[config.mk]
export PLATFORM = sky130hd
export DESIGN_NAME = prod_accum
export DESIGN_NICKNAME = d
export VERILOG_FILES = /design/src/rtl/prod_accum_pkg.sv /design/src/rtl/prod_accum.sv
export SDC_FILE = /design/constraint.sdc
export NUM_CORES = 1
export LEC_CHECK = 0
export ABC_AREA = 1
export ABC_CLOCK_PERIOD_IN_PS = 3100
export CORE_ASPECT_RATIO = 0.9
export CORE_UTILIZATION = 33
export DETAILED_ROUTE_END_ITERATION = 16
export GPL_ROUTABILITY_DRIVEN = 0
export PLACE_DENSITY_LB_ADDON = 0.1
export REMOVE_ABC_BUFFERS = 1
export SLEW_MARGIN = 25
export SYNTH_ARGS = -nofsm -noshare
export SYNTH_HDL_FRONTEND = slang
export SYNTH_SLANG_ARGS = --single-unit
[constraint.sdc]
create_clock -name clk_i -period 3.1 [get_ports clk_i]
set_input_delay 0.62 -clock clk_i [delete_from_list [all_inputs] [get_ports clk_i]]
set_output_delay 0.62 -clock clk_i [all_outputs]
set_load 0.005 [all_outputs]
[src/rtl/prod_accum_pkg.sv]
// Shared types and default widths for the product accumulator.
package prod_accum_pkg;

    localparam int unsigned PROD_W_DEF = 32;
    localparam int unsigned ACC_W_DEF  = 40;
    localparam int unsigned LEN_W_DEF  = 9;

    typedef enum logic [1:0] {
        IDLE,
        ACCUM,
        HOLD
    } state_t;

endpackage

[src/rtl/prod_accum.sv]
// Accumulates a burst of LEN unsigned products into a wide sum and offers the
// result on a valid/ready handshake, with a sticky overflow flag.
module prod_accum
    import prod_accum_pkg::*;
#(
    parameter int unsigned PROD_W = PROD_W_DEF,
    parameter int unsigned ACC_W  = ACC_W_DEF,
    parameter int unsigned LEN_W  = LEN_W_DEF
) (
    input  logic              clk_i,
    input  logic              rst_ni,
    input  logic              start_i,
    input  logic [LEN_W-1:0]  len_i,
    input  logic [PROD_W-1:0] prod_i,
    input  logic              prod_valid_i,
    output logic              prod_ready_o,
    output logic [ACC_W-1:0]  acc_o,
    output logic              acc_valid_o,
    input  logic              acc_ready_i,
    output logic              busy_o,
    output logic              ovf_o
);

    state_t             state_q, state_d;
    logic [ACC_W-1:0]   acc_q, acc_d;
    logic [LEN_W-1:0]   cnt_q, cnt_d;
    logic [LEN_W-1:0]   len_q, len_d;
    logic               ovf_q, ovf_d;
    logic               xfer;
    logic               last;
    logic [ACC_W:0]     sum;

    assign xfer = prod_valid_i && (state_q == ACCUM);
    // len_q is never zero in ACCUM, so len_q-1 cannot underflow and cnt_q never wraps
    assign last = (cnt_q == (len_q - 1'b1));
    assign sum  = {1'b0, acc_q} + {{(ACC_W + 1 - PROD_W){1'b0}}, prod_i};

    always_comb begin
        state_d = state_q;
        acc_d   = acc_q;
        cnt_d   = cnt_q;
        len_d   = len_q;
        ovf_d   = ovf_q;
        case (state_q)
            IDLE: begin
                if (start_i && (len_i != '0)) begin
                    state_d = ACCUM;
                    len_d   = len_i;
                    acc_d   = '0;
                    cnt_d   = '0;
                    ovf_d   = 1'b0;
                end
            end
            ACCUM: begin
                if (xfer) begin
                    acc_d = sum[ACC_W-1:0];
                    ovf_d = ovf_q | sum[ACC_W];
                    cnt_d = cnt_q + 1'b1;
                    if (last) begin
                        state_d = HOLD;
                    end
                end
            end
            HOLD: begin
                if (acc_ready_i) begin
                    state_d = IDLE;
                end
            end
            default: state_d = IDLE;
        endcase
    end

    always_ff @(posedge clk_i or negedge rst_ni) begin
        if (!rst_ni) begin
            state_q <= IDLE;
            acc_q   <= '0;
            cnt_q   <= '0;
            len_q   <= '0;
            ovf_q   <= 1'b0;
        end else begin
            state_q <= state_d;
            acc_q   <= acc_d;
            cnt_q   <= cnt_d;
            len_q   <= len_d;
            ovf_q   <= ovf_d;
        end
    end

    assign prod_ready_o = (state_q == ACCUM);
    assign acc_valid_o  = (state_q == HOLD);
    assign busy_o       = (state_q != IDLE);
    assign acc_o        = acc_q;
    assign ovf_o        = ovf_q;

endmodule

== After elaboration in Yosys (flattened, before gate mapping) ==
Index checks and enable logic that the tools add are counted.

* Add/subtract/negate cells: 3
* Multipliers: 0
* Div/mod/pow operators: 0
* Order comparisons: 0
* Equality and inequality tests: 7
* Shift-type cells: 0
* Mux-type cells: 14
* Bitwise operators: 1
* Reductions and logical operators: 9

{| class="wikitable"
|+ Operator list
! kind !! count
|-
| $mux 40 || 2
|-
| $pmux 40 s2 || 1
|-
| $add 40x32->41 || 1
|-
| $mux 9 || 2
|-
| $pmux 9 s2 || 1
|-
| $add 9x1->9 const B || 1
|-
| $eq 9x9->1 || 1
|-
| $reduce_bool 9->1 || 1
|-
| $sub 9x1->9 const B || 1
|-
| $mux 2 || 4
|-
| $ne 2x1->1 const B || 3
|-
| $pmux 2 s3 || 1
|-
| $reduce_and 4->1 || 1
|-
| $reduce_bool 2->1 || 2
|-
| $reduce_and 3->1 || 1
|-
| $eq 2x1->1 const B || 1
|-
| $eq 2x2->1 const B || 1
|-
| $logic_and 1x1->1 || 2
|-
| $logic_not 2->1 || 1
|-
| $mux 1 || 2
|-
| $ne 2x2->1 const B || 1
|-
| $pmux 1 s2 || 1
|-
| $reduce_and 2->1 || 1
|-
| $or 1x1->1 || 1
|}

* Register bits after elaboration: 61
* Bits in latches: 0
* Memory bits (writable): 0
* Bits in read-only memories: 0
* Input bits: 46
* Output and inout port bits: 44
* Word-level logic and storage cells: 39
* Memories kept: 0

== Logic depth before layout (Yosys ltp) ==
Gate-level depths: netlist (run 1).

* Depth after elaboration: 5
* Mapped depth: 14
* Gate-level depth less buffers: 14

== Worst setup path before layout (run 1) ==
No wires, ideal clock.

* Kind: input -> register
* Start point: input prod_i[0]
* End point: register acc_q[6] (netlist: acc_o[6])
* Library setup time: 122 ps
* Arrival: 2,082 ps
* Required time: 2,978 ps
* Setup slack: 896 ps
* Stages: 8
* Path buffers: 0
* Cells stage by stage: ha_1 > fa_1 > nand3_1 > nand3_1 > nand2_1 > nand2_1 > or2_2 > a32o_1

* Word-level cells in the longest chain between the ends: 3

{| class="wikitable"
|+ Ends and longest elaborated chain
! what !! line !! source
|-
| from (decl) || prod_accum.sv:14 || <nowiki>input logic [PROD_W-1:0] prod_i,</nowiki>
|-
| $add 40x32->41 || prod_accum.sv:36 || <nowiki>assign sum = {1'b0, acc_q} + {{(ACC_W + 1 - PROD_W){1'b0}}, prod_i};</nowiki>
|-
| $mux 40 || prod_accum.sv:55 || <nowiki>if (xfer) begin</nowiki>
|-
| $pmux 40 s2 || prod_accum.sv:44 || <nowiki>case (state_q)</nowiki>
|-
| to (signal assigned) || prod_accum.sv:76 || <nowiki>acc_q <= '0;</nowiki>
|-
| to (signal assigned) || prod_accum.sv:82 || <nowiki>acc_q <= acc_d;</nowiki>
|-
| to (decl) || prod_accum.sv:25 || <nowiki>logic [ACC_W-1:0] acc_q, acc_d;</nowiki>
|}

Every way passes these cells. The select of a mux whose other input is x is not followed.
A chain may end at the register's enable or synchronous reset.

== Final worst setup path (run 1) ==
* Start point: input prod_i[0]
* End point: register ovf_q (netlist: ovf_o)

* Word-level cells in the longest chain between the ends: 4

{| class="wikitable"
|+ Ends and longest elaborated chain
! what !! line !! source
|-
| $add 40x32->41 || prod_accum.sv:36 ||
|-
| $or 1x1->1 || prod_accum.sv:57 || <nowiki>ovf_d = ovf_q | sum[ACC_W];</nowiki>
|-
| $mux 1 || prod_accum.sv:55 ||
|-
| $pmux 1 s2 || prod_accum.sv:44 ||
|-
| to (signal assigned) || prod_accum.sv:85 || <nowiki>ovf_q <= ovf_d;</nowiki>
|-
| to (decl) || prod_accum.sv:28 || <nowiki>logic ovf_q, ovf_d;</nowiki>
|}

Every way passes these cells. The select of a mux whose other input is x is not followed.

==> metrics.yaml, run 1 <==
synth:
  synth_top_cell_area_share: 0.281
  syn_area_per_cell_um2: 6.21
  synth_ff_type: "dfrtp_1"
  syn_inst: 875
  yosysTopAreaCell: "dfrtp_1"
  synthTopCellsByArea: "dfrtp_1 (28%), nand2_1 (23%), inv_1 (9.0%)"
  yosysUniqueCellTypes: 36
  async_reset_ff_frac: 1.00
  synth_edf_count: 0
  yosysSeqAreaShare: 0.281
  syn_area_mm2: 0.00543
  ys_warn_count: 0
  synth-seq-cells: 61
floorplanning:
  die_h_um: 124
  die_w_um: 137
  initial_utilization: 0.337
  placement_rows: 44
  dieArea_mm2: 0.0170
  core_mm2: 0.0161
  ioPinCount: 90
critical_path:
  endpoint_kind: "register"
  ff2ff_path_depth: 12
  r2r_end: "ovf_o"
  slowest_delay_ns: 0.45
  cp_max_fo: 4
  required_ns: 3.32
  crit_family: "simple AND/OR/NAND/NOR gates"
  cp-start-kind: "input pin"
  critPathKind: "in -> reg"
  r2r_slack_ns: 0.86
  r2r-start: "acc_o[0]"
  slowest_stage: "fa_1"
  arrival_ns: 2.75
  cpMostUsedCell: "nand2_1"
  crit_chain: "clkdlybuf4s50_1, ha_1, fa_1, nand3_1, nand3_1, nand2_1, nand3_1, nand2_1, nand2_1, nand2_1, nand2_1, nand3_1, a21oi_1"
  path_buf_inv: 1
job:
  cap_violations: 0
power_and_ir_drop:
  p_leak_nw: 3.61
  p_sw_mw: 2.69
  p_per_area_mw_per_mm2: 831
  clock_power_share: 0.189
  comb_power_share: 0.576
  intPower_mw: 3.03
  power_mw: 5.72
  ir_drop_v: 0.000352
  power_frac_seq: 0.235
  switching_share: 0.470
cells_and_area:
  area_delta_synth_final_pct: 26.8
  num_antenna_cells: 0
  drive_gt1_frac: 0.0471
  final_cell_mix: "nand2_1 (337), inv_1 (130), clkdlybuf4s50_1 (88), nor2_1 (82), dfrtp_1 (61)"
  layout.cell_area.non_filler_mm2: 0.00689
  fill_cells: 1778
  final_cells: 1184
  layout.nets: 1053
  layout_commonest_cell: "nand2_1"
timing:
  slew_viol_final: 0
  skew_ns: 0.00853
  finalWorstSetupSlack_ns: 0.566
  hold_violations: 0
  post-route-min-period_ns: 2.53
  clock.fmax_mhz: 395
  tightest_slew_ns: 0.862
  period_share: 0.818
  tns_ns: 0
  rsz0062_at_grt: "no"
  slew_headroom: 0.425
  final-setup-viol-count: 0
clock_tree:
  post-cts-setup-buffers: 0
  cts_hold_buf: 0
  root_buffer: "clkbuf_16"
  h-tree-depth: 3
  cts_max_path_buffers: 2
  cts_buffers: 9
  cts-resized-gates: 0
  insertion_delay_ns: 0.35
  cts_sinks: 61
  path_clk_slew_ns: 0.06
  cts_tree: "yes"
place:
  dp_hpwl_um: 12600
  post-place-ws_ns: 0.193
  placed_cells: 1168
  placed_cell_area_mm2: 0.00658
  io_buffer_count: 89
grt:
  grt_pass1_vias: 5113
  grt_max_degree: 62
  grt_antenna_before_repair: 0
  grt-ovfl-total: 0
  grt_usage: 0.205
  grt_pass1_wl_um: 26300
route:
  drt_wl_total_um: 16300
  wire_per_inst_um: 13.8
  ant_nets: 0
  first_pass_iters: 5
  drt_iter0_markers: 290
  drt-vias-per-instance: 4.69
  vias: 5551
  drcViolationCount: 0
outcome:
  status: "finished, final reports clean"
worst_hold_path:
  hp-class: "in -> async"
[per-layer routing]
| layer | wire, µm | GRT usage | vias to the layer above |
|---|---|---|---|
| met1 | 8440 | 0.294 | 2461 |
| li1 | - | - | 2958 |
| met4 | 156 | 0.0474 | 0 |
| met5 | 0 | 0 | - |
| met2 | 6980 | 0.317 | 122 |
| met3 | 754 | 0.0399 | 10 |
[area by class of cell]
| class | instances | area (µm²) | area share |
|---|---|---|---|
| multi-input combinational | 668 | 3310 | 0.481 |
| sequential | 61 | 1530 | 0.222 |
| inverter | 134 | 503 | 0.0730 |
| clock inverter | 7 | 81.3 | 0.0118 |
| clock buffer | 9 | 225 | 0.0327 |
| timing repair buffer | 98 | 978 | 0.142 |
| tap | 207 | 259 | 0.0376 |
[synth_stat cells, types with 2 or more instances]
library cell and count:
nand2_1 337, inv_1 130, nor2_1 82, dfrtp_1 61, a21oi_1 49, nand3_1 43
o21ai_0 36, ha_1 34, nor3_1 16, nand3b_1 11, xnor2_1 10, xor2_1 9
nand4_1 6, o31ai_1 6, buf_2 5, buf_6 5, inv_2 4, nor2_2 4
a22o_1 3, a31o_2 2, a32o_1 2, clkbuf_1 2, nand3_2 2, o21bai_1 2
o31ai_2 2, or2_2 2
[stage by stage]
stage / util / hold slack, ns
2_1_floorplan: - / 0.324
3_3_place_gp: 0.408 / 0.492
3_5_place_dp: 0.408 / 0.495
4_1_cts: 0.427 / 0.510
5_1_grt: 0.427 / 0.539
6_report: 0.427 / 0.458
[power groups by stage]
stage	clock network [mW]	registers (mW)	logic (mW)
global placement	0	1.36	3.30
CTS	1.11	1.35	3.31
detailed placement	0	1.36	3.29
finish	1.08	1.34	3.29
floorplan	0	1.30	2.09
global route	1.13	1.39	3.74
[sequential cells by signal (all words and copies together), names as in the netlist]
name	flops
len_q	9
cnt_q	9
state_q	2
acc_o	40
ovf_o	1
[worst register-to-register path, cell delays in order, from the launching register on]
cell and delay, ns:
dfrtp_1 0.40, ha_1 0.24, fa_1 0.45, nand3_1 0.10, nand3_1 0.17, nand2_1 0.11, nand3_1 0.10, nand2_1 0.07
nand2_1 0.12, nand2_1 0.09, nand2_1 0.10, nand3_1 0.10, a21oi_1 0.07
[cell families after synthesis]
logic type      synth area share
compound gates             0.107
xor+xnor                  0.0306
fa+ha+maj                 0.0820
buf+inv                    0.109
flops                      0.281
simple gates               0.390
[worst max-delay path by stage]
stage | start | endpoint | slack, ns | depth (start not counted)
after floorplan | prod_i[0] | acc_o[6] | 0.90 | 8
after global placement | prod_i[0] | acc_o[32] | 0.25 | 13
after detailed placement | prod_i[0] | ovf_o | 0.19 | 13
after CTS | prod_i[0] | ovf_o | 0.56 | 13
after global routing | prod_i[0] | acc_o[38] | 0.31 | 13
final | prod_i[0] | ovf_o | 0.57 | 13
(Power assumes the default switching activity.)
==> run 2, diff against run 1 <==
--- a/config.mk
+++ b/config.mk
@@ -6,7 +6,7 @@
 export NUM_CORES = 1
 export LEC_CHECK = 0
 export ABC_AREA = 1
-export ABC_CLOCK_PERIOD_IN_PS = 3100
+export ABC_CLOCK_PERIOD_IN_PS = 2050
 export CORE_ASPECT_RATIO = 0.9
 export CORE_UTILIZATION = 33
 export DETAILED_ROUTE_END_ITERATION = 16
==> constraint.sdc (replaced) <==
create_clock -name clk_i -period 2.05 [get_ports clk_i]
set_input_delay 0.41 -clock clk_i [delete_from_list [all_inputs] [get_ports clk_i]]
set_output_delay 0.41 -clock clk_i [all_outputs]
set_load 0.005 [all_outputs]
==> metrics.yaml, run 2 (synthesized netlist as in run 1, its figures left out) <==
critical_path:
  r2r_end: "acc_o[6]"
  slowest_delay_ns: 0.45
  cp-start-kind: "input pin"
  r2r-start: "acc_o[0]"
  endpoint_kind: "register"
  r2r_slack_ns: 0.10
  ff2ff_path_depth: 8
  cp_max_fo: 5
  crit_family: "simple AND/OR/NAND/NOR gates"
  required_ns: 2.28
  arrival_ns: 2.20
  slowest_stage: "clkdlybuf4s50_1"
  startpoint: "prod_i[18]"
  path_buf_inv: 2
  critPathKind: "in -> reg"
  crit_chain: "clkdlybuf4s50_1, ha_4, nand2_2, nor2_4, inv_1, nor2_4, nand3b_1, nand3_4, nand2_1, nand2_2, nand3_1, nand2_1, nor2_1"
cells_and_area:
  final_cells: 1288
  drive_gt1_frac: 0.237
  area_delta_synth_final_pct: 53.7
  num_antenna_cells: 0
  layout.nets: 1157
  largest_reg_flops: 40
  layout_commonest_cell: "nand2_1"
  final_cell_mix: "nand2_1 (300), inv_1 (129), buf_4 (108), clkdlybuf4s50_1 (73), nor2_1 (67)"
floorplanning:
  die_w_um: 137
  die_h_um: 124
  initial_utilization: 0.337
  dieArea_mm2: 0.0170
  ioPinCount: 90
  placement_rows: 44
  core_mm2: 0.0161
place:
  io_buffer_count: 89
  placed_cells: 1266
  dp_hpwl_um: 13300
timing:
  period_share: 0.959
  tightest_slew_ns: 0.381
  clock.fmax_mhz: 509
  post-route-min-period_ns: 1.97
  worst_hold_slack_ns: 0.472
  skew_ns: 0.00847
  slew_viol_final: 0
  rsz0062_at_grt: "yes"
  hold_violations: 0
  final-setup-viol-count: 0
  tns_ns: 0
  slew_headroom: 0.746
clock_tree:
  insertion_delay_ns: 0.34
  cts_max_path_buffers: 2
  cts_tree: "yes"
  cts_sinks: 61
  h-tree-depth: 3
  path_clk_slew_ns: 0.06
  root_buffer: "clkbuf_16"
  cts_buffers: 9
route:
  first_pass_iters: 6
  drt-vias-per-instance: 4.60
  drcViolationCount: 0
  wire_per_inst_um: 13.6
  vias: 5929
  drt_iter0_markers: 285
  drt_wl_total_um: 17500
  ant_nets: 0
worst_hold_path:
  min-delay-start: "prod_i[0]"
  hp-class: "in -> reg"
  worst_hold_path.num_cells: 3
  worstHoldEndpoint: "acc_o[0]"
job:
  cap_violations: 0
grt:
  grt_pass1_vias: 5558
  grt_antenna_before_repair: 0
  grt-ovfl-total: 0
  grt_pass1_wl_um: 27600
  grt_usage: 0.215
  grt_max_degree: 51
power_and_ir_drop:
  ir_drop_v: 0.000630
  p_leak_nw: 4.32
  p_per_area_mw_per_mm2: 1250
outcome:
  status: "finished, final reports clean"
run 2: cell types whose count changed in the layout (fill, tap and decap cells not counted), sizes merged:
cell	previous run	this run
bufinv	1	0
dlymetal6s2s	0	13
dlygate4sd2	0	2
buf	10	113
clkinvlp	1	2
inv	137	135
clkdlybuf4s50	88	73
clkinv	2	4
dlygate4sd3	0	1
run 2: final cells by class:
class / instances / area [µm²]
Tap cell: 207 / 259
Sequential cell: 61 / 1530
Timing Repair Buffer: 202 / 1820
Multi-Input combinational cell: 668 / 3970
Clock buffer: 9 / 225
Inverter: 134 / 503
Fill cell: 1661 / 7780
Clock inverter: 7 / 51.3
run 2: where the power goes:
| part | switching (mW) | internal (mW) |
|---|---|---|
| sequential | 0.444 | 1.62 |
| clock | 0.661 | 0.823 |
| combinational | 3.56 | 3.30 |
run 2: metal layers:
layer  vias to the layer above  share of wire  global-route usage
met5                         -              0                   0
met4                         0         0.0060              0.0350
met3                         6          0.035              0.0427
met2                       119           0.45               0.359
met1                      2642           0.50               0.290
li1                       3162              -                   -
run 2: worst max-delay path by stage:
stage / endpoint / slack (ns) / depth (start not counted)
global route: acc_o[36] / -0.02 / 13
detailed placement: acc_o[38] / -0.51 / 13
floorplan: acc_o[6] / 0.06 / 8
CTS: acc_o[35] / -0.001 / 13
finish: acc_o[35] / 0.08 / 13
global placement: acc_o[16] / -0.50 / 11
run 2: worst reg2reg max path: stages (launching register included):
cell     delay [ns]
dfrtp_1        0.39
ha_2           0.20
fa_2           0.39
nand3_2        0.10
nand3_4        0.10
nand2_2        0.10
nand2_4        0.07
or2_2          0.27
a32o_1         0.22
run 2: through the flow:
stage | setup WS [ns] | util | area, µm² | power (mW)
floorplan | 0.0562 | - | 5340 | 5.13
global placement | -0.503 | 0.455 | 7340 | 8.03
detailed placement | -0.515 | 0.455 | 7340 | 8.05
CTS | -0.00136 | 0.487 | 7860 | 9.87
global route | -0.0153 | 0.518 | 8350 | 11.3
finish | 0.0838 | 0.518 | 8350 | 10.4
run 2: timing repair:
item,4_1_cts,5_1_grt
buffers inserted,1,4
resized for setup,42,107
setup endpoints to repair,29,32
pin swaps,7,39
endpoints found under the hold margin,11,0
hold buffers,1,0
